===== src/rtl/capture_unit.sv =====
// Acquisition/dump controller for the oscilloscope's circular sample RAM.
// Captures decimated samples around a qualified trigger, then streams the buffer oldest-first.
module capture_unit #(
    parameter int DEPTH = 512,
    parameter int AW    = 9
) (
    input  logic          clk,
    input  logic          rst,
    input  logic          rclk,
    output logic [AW-1:0] addr,
    output logic          en,
    output logic          we,
    input  logic [3:0]    dec_pwr,
    input  logic [1:0]    trig_type,
    input  logic          trigger,
    input  logic [AW-1:0] trig_pos,
    output logic          armed,
    input  logic          capture_done,
    output logic          set_capture_done,
    input  logic          start_dump,
    input  logic          dump_sent,
    output logic          send_dump,
    output logic          dump_finished
);
    typedef enum logic [2:0] {
        IDLE,
        SAMPLE,
        POST,
        DUMP_RD,
        DUMP_SEND,
        DUMP_WAIT
    } state_t;

    localparam logic [AW:0]   FULL  = DEPTH[AW:0];
    localparam logic [AW-1:0] ONE_A = AW'(1);
    localparam logic [AW:0]   ONE_C = (AW+1)'(1);
    localparam logic [AW-1:0] LAST  = AW'(DEPTH - 1);

    state_t state;
    state_t state_next;

    logic          rclk_q;
    logic          trig_q;
    logic [15:0]   dec_cnt;
    logic [15:0]   dec_max;
    logic [AW-1:0] wr_ptr;
    logic [AW-1:0] post_cnt;
    logic [AW-1:0] last_addr;
    logic [AW-1:0] rd_ptr;
    logic [AW:0]   count;
    logic [AW:0]   count_next;
    logic [AW:0]   send_cnt;
    logic          wait_skip;

    logic rclk_rise;
    logic strobe;
    logic trig_hit;
    logic trig_qual;
    logic write_now;
    logic idle_free;
    logic start_capture;
    logic start_rd;
    logic post_done;
    logic wait_done;

    always_comb begin
        rclk_rise = rclk & ~rclk_q;
        dec_max   = (16'd1 << dec_pwr) - 16'd1;
        strobe    = rclk_rise && (dec_cnt == dec_max);

        case (trig_type)
            2'b00:   trig_hit = 1'b1;
            2'b01:   trig_hit = trigger & ~trig_q;
            2'b10:   trig_hit = ~trigger & trig_q;
            default: trig_hit = 1'b0;
        endcase

        trig_qual = (state == SAMPLE) && armed && trig_hit;
        // Once the post counter is exhausted no further sample may land in RAM.
        write_now = strobe && ((state == SAMPLE) || ((state == POST) && (post_cnt != '0)));

        count_next = count;
        if (write_now && (state == SAMPLE) && (count != FULL))
            count_next = count + ONE_C;

        // The external done flag only rises one cycle after our pulse, so IDLE waits it out.
        idle_free     = (state == IDLE) && !set_capture_done;
        start_capture = idle_free && !capture_done;
        start_rd      = idle_free && capture_done && start_dump;
        post_done     = (state == POST) && (post_cnt == '0);
        wait_done     = (state == DUMP_WAIT) && !wait_skip && dump_sent;

        state_next = state;
        case (state)
            IDLE: begin
                if (start_capture)
                    state_next = SAMPLE;
                else if (start_rd)
                    state_next = DUMP_RD;
            end
            SAMPLE: begin
                if (trig_qual)
                    state_next = POST;
            end
            POST: begin
                if (post_done)
                    state_next = IDLE;
            end
            DUMP_RD: state_next = DUMP_SEND;
            DUMP_SEND: begin
                if (dump_sent)
                    state_next = DUMP_WAIT;
            end
            DUMP_WAIT: begin
                if (wait_done)
                    state_next = (send_cnt == FULL) ? IDLE : DUMP_RD;
            end
            default: state_next = IDLE;
        endcase
    end

    always_ff @(posedge clk) begin
        if (rst)
            state <= IDLE;
        else
            state <= state_next;
    end

    always_ff @(posedge clk) begin
        if (rst) begin
            rclk_q           <= 1'b0;
            trig_q           <= 1'b0;
            dec_cnt          <= '0;
            wr_ptr           <= '0;
            post_cnt         <= '0;
            last_addr        <= LAST;
            rd_ptr           <= '0;
            count            <= '0;
            send_cnt         <= '0;
            wait_skip        <= 1'b0;
            addr             <= '0;
            en               <= 1'b0;
            we               <= 1'b0;
            armed            <= 1'b0;
            set_capture_done <= 1'b0;
            send_dump        <= 1'b0;
            dump_finished    <= 1'b0;
        end else begin
            rclk_q           <= rclk;
            trig_q           <= trigger;
            en               <= 1'b0;
            we               <= 1'b0;
            set_capture_done <= 1'b0;
            send_dump        <= 1'b0;
            dump_finished    <= 1'b0;

            if (strobe)
                dec_cnt <= '0;
            else if (rclk_rise)
                dec_cnt <= dec_cnt + 16'd1;

            if (write_now) begin
                addr   <= wr_ptr;
                en     <= 1'b1;
                we     <= 1'b1;
                wr_ptr <= wr_ptr + ONE_A;
            end

            case (state)
                IDLE: begin
                    armed <= 1'b0;
                    if (start_capture) begin
                        wr_ptr  <= '0;
                        count   <= '0;
                        dec_cnt <= '0;
                    end else if (start_rd) begin
                        rd_ptr   <= last_addr + ONE_A;
                        send_cnt <= '0;
                    end
                end
                SAMPLE: begin
                    count <= count_next;
                    armed <= (count_next >= (FULL - {1'b0, trig_pos}));
                    if (trig_qual)
                        post_cnt <= trig_pos;
                end
                POST: begin
                    if (post_done) begin
                        last_addr        <= wr_ptr - ONE_A;
                        set_capture_done <= 1'b1;
                        armed            <= 1'b0;
                    end else if (write_now) begin
                        post_cnt <= post_cnt - ONE_A;
                    end
                end
                DUMP_RD: begin
                    armed <= 1'b0;
                    addr  <= rd_ptr;
                    en    <= 1'b1;
                end
                DUMP_SEND: begin
                    armed <= 1'b0;
                    if (dump_sent) begin
                        send_dump <= 1'b1;
                        send_cnt  <= send_cnt + ONE_C;
                        wait_skip <= 1'b1;
                    end
                end
                DUMP_WAIT: begin
                    armed <= 1'b0;
                    // The transmitter still shows ready in the pulse cycle; skip that stale level.
                    if (wait_skip)
                        wait_skip <= 1'b0;
                    else if (dump_sent) begin
                        if (send_cnt == FULL)
                            dump_finished <= 1'b1;
                        else
                            rd_ptr <= rd_ptr + ONE_A;
                    end
                end
                default: armed <= 1'b0;
            endcase
        end
    end

endmodule


===== config.mk =====
export PLATFORM = sky130hd
export DESIGN_NAME = capture_unit
export DESIGN_NICKNAME = d
export VERILOG_FILES = /design/src/rtl/capture_unit.sv
export SDC_FILE = /design/constraint.sdc
export NUM_CORES = 1
export LEC_CHECK = 0
export ABC_AREA = 1
export CORE_ASPECT_RATIO = 0.9
export CORE_MARGIN = 2
export CORE_UTILIZATION = 45
export CTS_CLUSTER_SIZE = 20
export DETAILED_ROUTE_END_ITERATION = 10
export DONT_BUFFER_PORTS = 1
export PLACE_DENSITY_LB_ADDON = 0.2
export SLEW_MARGIN = 10
export SYNTH_ARGS = -nofsm -noshare
export SYNTH_HDL_FRONTEND = slang
export SYNTH_SLANG_ARGS = --single-unit

===== constraint.sdc =====
create_clock -name clk -period 3.2 [get_ports clk]
set_input_delay 0.48 -clock clk [delete_from_list [all_inputs] [get_ports clk]]
set_output_delay 0.48 -clock clk [all_outputs]
set_load 0.01 [all_outputs]

==> results_dict.tcl, run 1 <==
set metrics [dict create \
    synth_top_area_share_pct 31.16 \
    coreArea_mm2 0.01283 \
    grt_usage_pct 21.10 \
    seq_power_share_pct 38.0 \
    maxSlewViolCount 0 \
    layout_setup_ws_ps 378.6 \
    rsz0062_at_grt "false" \
    swShare_pct 37.56 \
    p_int_mw 2.331 \
    synth-seq-area-share_pct 31.16 \
    p_sw_mw 1.402 \
    hold_viol 0 \
    power_leakage_nw 2.814 \
    root_buffer "clkbuf_16" \
    syn_area_per_cell_um2 6.545 \
    port_buffers 0 \
    place_hpwl_um 11150 \
    fp-row-count 39 \
    finish.utilization_pct 50.90 \
    place.gp.congestion 0.9568 \
    drt-total-wl_um 14530 \
    synthFlopType "dfxtp_1" \
    synth_cells 913 \
    hp-class "input pin to flip-flop" \
    routedWlPerCell_um 13.35 \
    synth.area.top_cells "dfxtp_1 (31%), nand2_1 (13%), inv_1 (7.2%), nor2_1 (6.9%), nand3_1 (5.4%)" \
    p_comb_share_pct 33.8 \
    vdd_ir_drop_max_mv 0.2755 \
    synth-seq-cells 93 \
    setup-violations-final 0 \
    fin_crit_ps 2821 \
    slowest_delay_ps 300 \
    pwr-share-clk_pct 28.2 \
    clock_skew_ps 10.84 \
    worstMarginPinSlew_ps 560.1 \
    path_clk_slew_ps 70 \
    grt_pass1_wl_um 24570 \
    ant_nets 0 \
    ys_warn_count 0 \
    io_pins 37 \
    arrival_ps 3070 \
    cp_slowest_cell "ha_1" \
    fin_nets 962 \
    num_antenna_cells 0 \
    end_kind "flip-flop" \
    cts_hold_buf 0 \
    insertion_delay_ps 350 \
    vias 5599 \
    area_growth_pct 9.318 \
    cts_htree_levels 3 \
    required_ps 3450 \
    drt_iter0_markers 416 \
    drt_pre_antenna_iters 5 \
    cts_tree "built" \
    slew_headroom_pct 62.32 \
    synth-async-reset-ratio_pct 0 \
    post-place-ws_ps -101.3 \
    grt_pass1_vias 5094 \
    cts_buffers 9 \
    power.density_mw_per_mm2 571.4 \
    die-area_mm2 0.01422 \
    synth_edf_count 0 \
    synthesis.area_mm2 0.005976 \
    yosysTopAreaCell "dfxtp_1" \
    cts_resized 0 \
    grt.overflow.total 0 \
    crit_family "simple AND/OR/NAND/NOR gates" \
    yosysMostFrequentCell "nand2_1" \
    critPathBufInv 1 \
    path_cells "nor2_8, nand3_2, ha_4, nor2_1, nor2_1, nand3_1, nor2_1, nand2_1, nor2_1, nand2_1, nor2_4, nand4_4, inv_2, nand3_1, and2_1, ha_1, nand2_1, nor2_1, a211oi_1, nand4_1, nand2_1, a21oi_1" \
    cts_buffer_depth 2 \
    max-cap-violations 0 \
    post_cts_buffers 0 \
    syn_nets 956 \
    fp.dieH_um 113.3 \
    cts_sinks 93 \
    fin_crit_sh_pct 88.17 \
    cp_max_fo 8 \
    grt_max_degree 37 \
    startpoint_type "input pin" \
    whs_ps 191.4 \
    drive_above_1_share_pct 7.576 \
    antenna_found_initial 0 \
    ys_types 47 \
    tns_ps 0 \
    max_clock_freq_mhz 354.4 \
    route.detailed.drc 0 \
    initial_core_util_pct 46.56 \
    crit_type "input pin to flip-flop" \
    status "finished, final reports clean" \
    cp_common_cell "nor2_1" \
    viasPerCell 5.146 \
    synthTopCellsByCount "nand2_1 (211), inv_1 (115), nor2_1 (110)" \
    die_w_um 125.5 \
]
metal layers:
layer	vias to the layer above	GRT usage, %	share of wire (%)
met2	99	32.18	43
met3	14	5.012	4.3
met1	2499	30.03	52
met5	-	0	0
met4	0	5.407	1.2
li1	2987	-	-
sequential cells by signal (all words and copies together) (netlist names), 3 cells and up:
name,cells
addr,9
count,10
dec_cnt,16
last_addr,9
post_cnt,9
rd_ptr,9
send_cnt,10
state,3
wr_ptr,9
power groups by stage:
| stage | logic, mW | clock network, mW | registers [mW] |
|---|---|---|---|
| after floorplan | 1.03 | 0 | 1.41 |
| after global routing | 1.46 | 1.14 | 1.44 |
| after global placement | 1.24 | 0 | 1.44 |
| after detailed placement | 1.25 | 0 | 1.44 |
| final | 1.26 | 1.05 | 1.42 |
| after CTS | 1.26 | 1.09 | 1.42 |
cell type report:
class                   instances  area (µm²)
repair buffers                 17       127.6
multi-input cells             674        3571
inverters                     124       469.2
clock buffers                  12       266.5
well taps                     164       205.2
fillers                      1344        6301
clock inverters                 4       31.28
flip-flops and latches         93        1862
logic make-up after synthesis:
logic type	Yosys count	share of synthesized area (%)
flops	93	31.16
buf+inv	146	9.904
simple gates	466	34.78
fa+ha+maj	21	4.397
xor+xnor	38	5.570
mux	2	0.3350
compound gates	147	13.86
layout by cell type (no fill, tap or decap), types with 4 or more instances in the layout:
| cell type | count |
|---|---|
| clkbuf_16 | 9 |
| nand4_1 | 18 |
| nor4_1 | 7 |
| and2_1 | 5 |
| inv_1 | 114 |
| ha_1 | 20 |
| nor2_4 | 5 |
| nand2_4 | 5 |
| nor2_1 | 110 |
| buf_4 | 17 |
| dfxtp_1 | 93 |
| xnor2_1 | 6 |
| a211oi_1 | 7 |
| nand2_2 | 6 |
| a21oi_1 | 59 |
| inv_2 | 4 |
| nand2_1 | 211 |
| nor3_1 | 18 |
| nand3_1 | 63 |
| clkinv_1 | 4 |
| o21ai_0 | 48 |
| a31oi_1 | 10 |
| o21ai_1 | 6 |
| xor2_1 | 31 |
| o211ai_1 | 5 |
per-stage QoR:
| step | cell area, µm² | power, mW | std cells |
|---|---|---|---|
| floorplan | 6015 | 2.447 | 913 |
| global placement | 6215 | 2.682 | 1072 |
| detailed placement | 6215 | 2.692 | 1072 |
| CTS | 6513 | 3.761 | 1088 |
| global route | 6533 | 4.034 | 1088 |
| finish | 6533 | 3.733 | 1088 |
path summary, 6_finish.rpt:
kind / end / cells past startpoint / start / slack (ps)
setup / recovery: armed / 22 / dec_pwr[2] / 380
hold / removal: wait_skip / 1 / rst / 190
setup reg to reg: armed / 21 / dec_cnt[11] / 410
hold reg to reg: last_addr[6] / 2 / last_addr[6] / 460
(Power assumes the default switching activity.)
==> run 2, diff against run 1 <==
--- a/config.mk
+++ b/config.mk
@@ -12,7 +12,8 @@
 export CTS_CLUSTER_SIZE = 20
 export DETAILED_ROUTE_END_ITERATION = 10
 export DONT_BUFFER_PORTS = 1
-export PLACE_DENSITY_LB_ADDON = 0.2
+export GPL_TIMING_DRIVEN = 1
+export HOLD_SLACK_MARGIN = 0.12
 export SLEW_MARGIN = 10
 export SYNTH_ARGS = -nofsm -noshare
 export SYNTH_HDL_FRONTEND = slang
==> run 2 against run 1 <==
  * Critical path depth stayed put
  * Cell count is 0.64% higher
  * Register-to-register slack worse by 80 ps
  * Largest power group unchanged
  * Via count is 2.5% higher
==> results_dict.tcl, run 2 (synthesis results as in run 1) <==
set metrics [dict create \
    status "finished, final reports clean" \
    crit_family "simple AND/OR/NAND/NOR gates" \
    path_cells "inv_1, nand3_2, ha_2, inv_1, a21oi_4, nand2_1, nand3_1, nand2_1, nor2_1, nand3_1, buf_4, nor2_1, nand4_1, nand2_1, and2_1, ha_1, nand2_1, nor4_1, nand3_1, nand4_1, nand2_1, a21oi_1" \
    fin_crit_ps 2934 \
    place_hpwl_um 11560 \
    coreArea_mm2 0.01283 \
    slowest_delay_ps 290 \
    end_kind "flip-flop" \
    arrival_ps 3220 \
    fp-row-count 39 \
    required_ps 3480 \
    final_common_cell "nand2_1" \
    cp_slowest_cell "nor4_1" \
    layout_setup_ws_ps 266.2 \
    cts_hold_buf 0 \
    power.density_mw_per_mm2 584.0 \
    largest_reg_flops 16 \
    startpoint_type "input pin" \
    antenna_found_initial 0 \
    die_w_um 125.5 \
    worst-path-stages 22 \
    max-cap-violations 0 \
    reg_top3 "dec_cnt x16, count x10, send_cnt x10" \
    worstMarginPinSlew_ps 431.8 \
    placed_area_mm2 0.006260 \
    cts_htree_levels 3 \
    cts_sinks 93 \
    final_area_mm2 0.006584 \
    initial_core_util_pct 46.56 \
    drt_iter0_markers 408 \
    grt.overflow.total 0 \
    insertion_delay_ps 350 \
    fp.dieH_um 113.3 \
    slew_headroom_pct 71.11 \
    io_pins 37 \
    cts_tree "built" \
    hold_viol 0 \
    cp_max_fo 10 \
    place.gp.congestion 0.9452 \
    grt_pass1_vias 5307 \
    vias 5740 \
    ant_nets 0 \
    hp-class "input pin to flip-flop" \
    area_growth_pct 10.18 \
    num_antenna_cells 0 \
    post-place-ws_ps -56.03 \
    power_mw 3.845 \
    regMostFlops "dec_cnt" \
    cts_buffers 9 \
    routedWlPerCell_um 13.92 \
    critPathBufInv 3 \
    setup-violations-final 0 \
    crit_type "input pin to flip-flop" \
    grt_pass1_wl_um 25410 \
    power_leakage_nw 2.855 \
    max_clock_freq_mhz 340.9 \
    clock_skew_ps 9.119 \
    root_buffer "clkbuf_16" \
    viasPerCell 5.242 \
    cts_buffer_depth 2 \
    rsz0062_at_grt "false" \
    maxSlewViolCount 0 \
    die-area_mm2 0.01422 \
    drt-total-wl_um 15250 \
    port_buffers 0 \
    drt_pre_antenna_iters 5 \
    drive_above_1_share_pct 8.163 \
    path_clk_slew_ps 70 \
    grt_max_degree 37 \
    final_cell_mix "nand2_1 (211), inv_1 (114), nor2_1 (110), dfxtp_1 (93), nand3_1 (63)" \
    cp_common_cell "nand2_1" \
    finish.utilization_pct 51.30 \
    fin_nets 969 \
    whs_ps 193.2 \
    min_path_cells 1 \
    route.detailed.drc 0 \
    grt_usage_pct 21.92 \
    fin_crit_sh_pct 91.68 \
    r2r_cells 21 \
    vdd_ir_drop_max_mv 0.3369 \
]
==> run 2: stage by stage <==
| stage | TNS, ps | cells |
|---|---|---|
| CTS | 0 | 1094 |
| global placement | 0 | 1078 |
| global route | 0 | 1095 |
| floorplan | -15.59 | 913 |
| finish | 0 | 1095 |
| detailed placement | -56.03 | 1078 |
==> run 2: area by class of cell <==
class                      count  area (µm²)
clock buffer                  12       256.5
sequential                    93        1862
tap                          164       205.2
timing repair buffer          24       180.2
multi-input combinational    674        3556
clock inverter                 4       55.05
fill                        1293        6250
inverter                     124       469.2
==> run 2: routing by layer <==
layer  vias up  wire [µm]  track usage, %
li1       3002          -               -
met1      2570       7727           30.88
met2       144       6527           33.66
met3        24        740           4.539
met4         0        250           6.963
met5         -          0               0
==> run 2: final timing paths <==
path	to	slack [ps]	from
setup / recovery	armed	270	dec_pwr[1]
hold / removal	addr[0]	190	rst
setup reg to reg	armed	330	dec_cnt[11]
hold reg to reg	last_addr[5]	470	last_addr[5]
==> run 2: worst reg2reg max path, stage by stage (launching register included) <==
cell      delay [ps]
dfxtp_1          420
inv_1            120
nand2_1           80
nand2_1           50
nand2_1           50
nand2_1           50
nor2_1           170
nand2_1           70
nor2_1            90
nand2_1           90
nor2_4           140
nand3_2          120
clkinv_2         110
nand3_1           90
and2_1           190
ha_1             270
nand2_1           70
nor4_1           250
nand3_1          100
nand4_1          100
nand2_1           50
a21oi_1          110
==> run 2: what timing repair did <==
action,4_1_cts,5_1_grt
resized for setup,0,2
endpoints found under the setup margin,0,1
buffers inserted,0,1
==> run 2: power by group <==
group / internal [mW] / leakage (nW) / total, mW / switching (mW)
logic: 0.430 / 1.95 / 1.29 / 0.855
registers: 1.31 / 0.754 / 1.42 / 0.111
clock network: 0.654 / 0.149 / 1.14 / 0.484
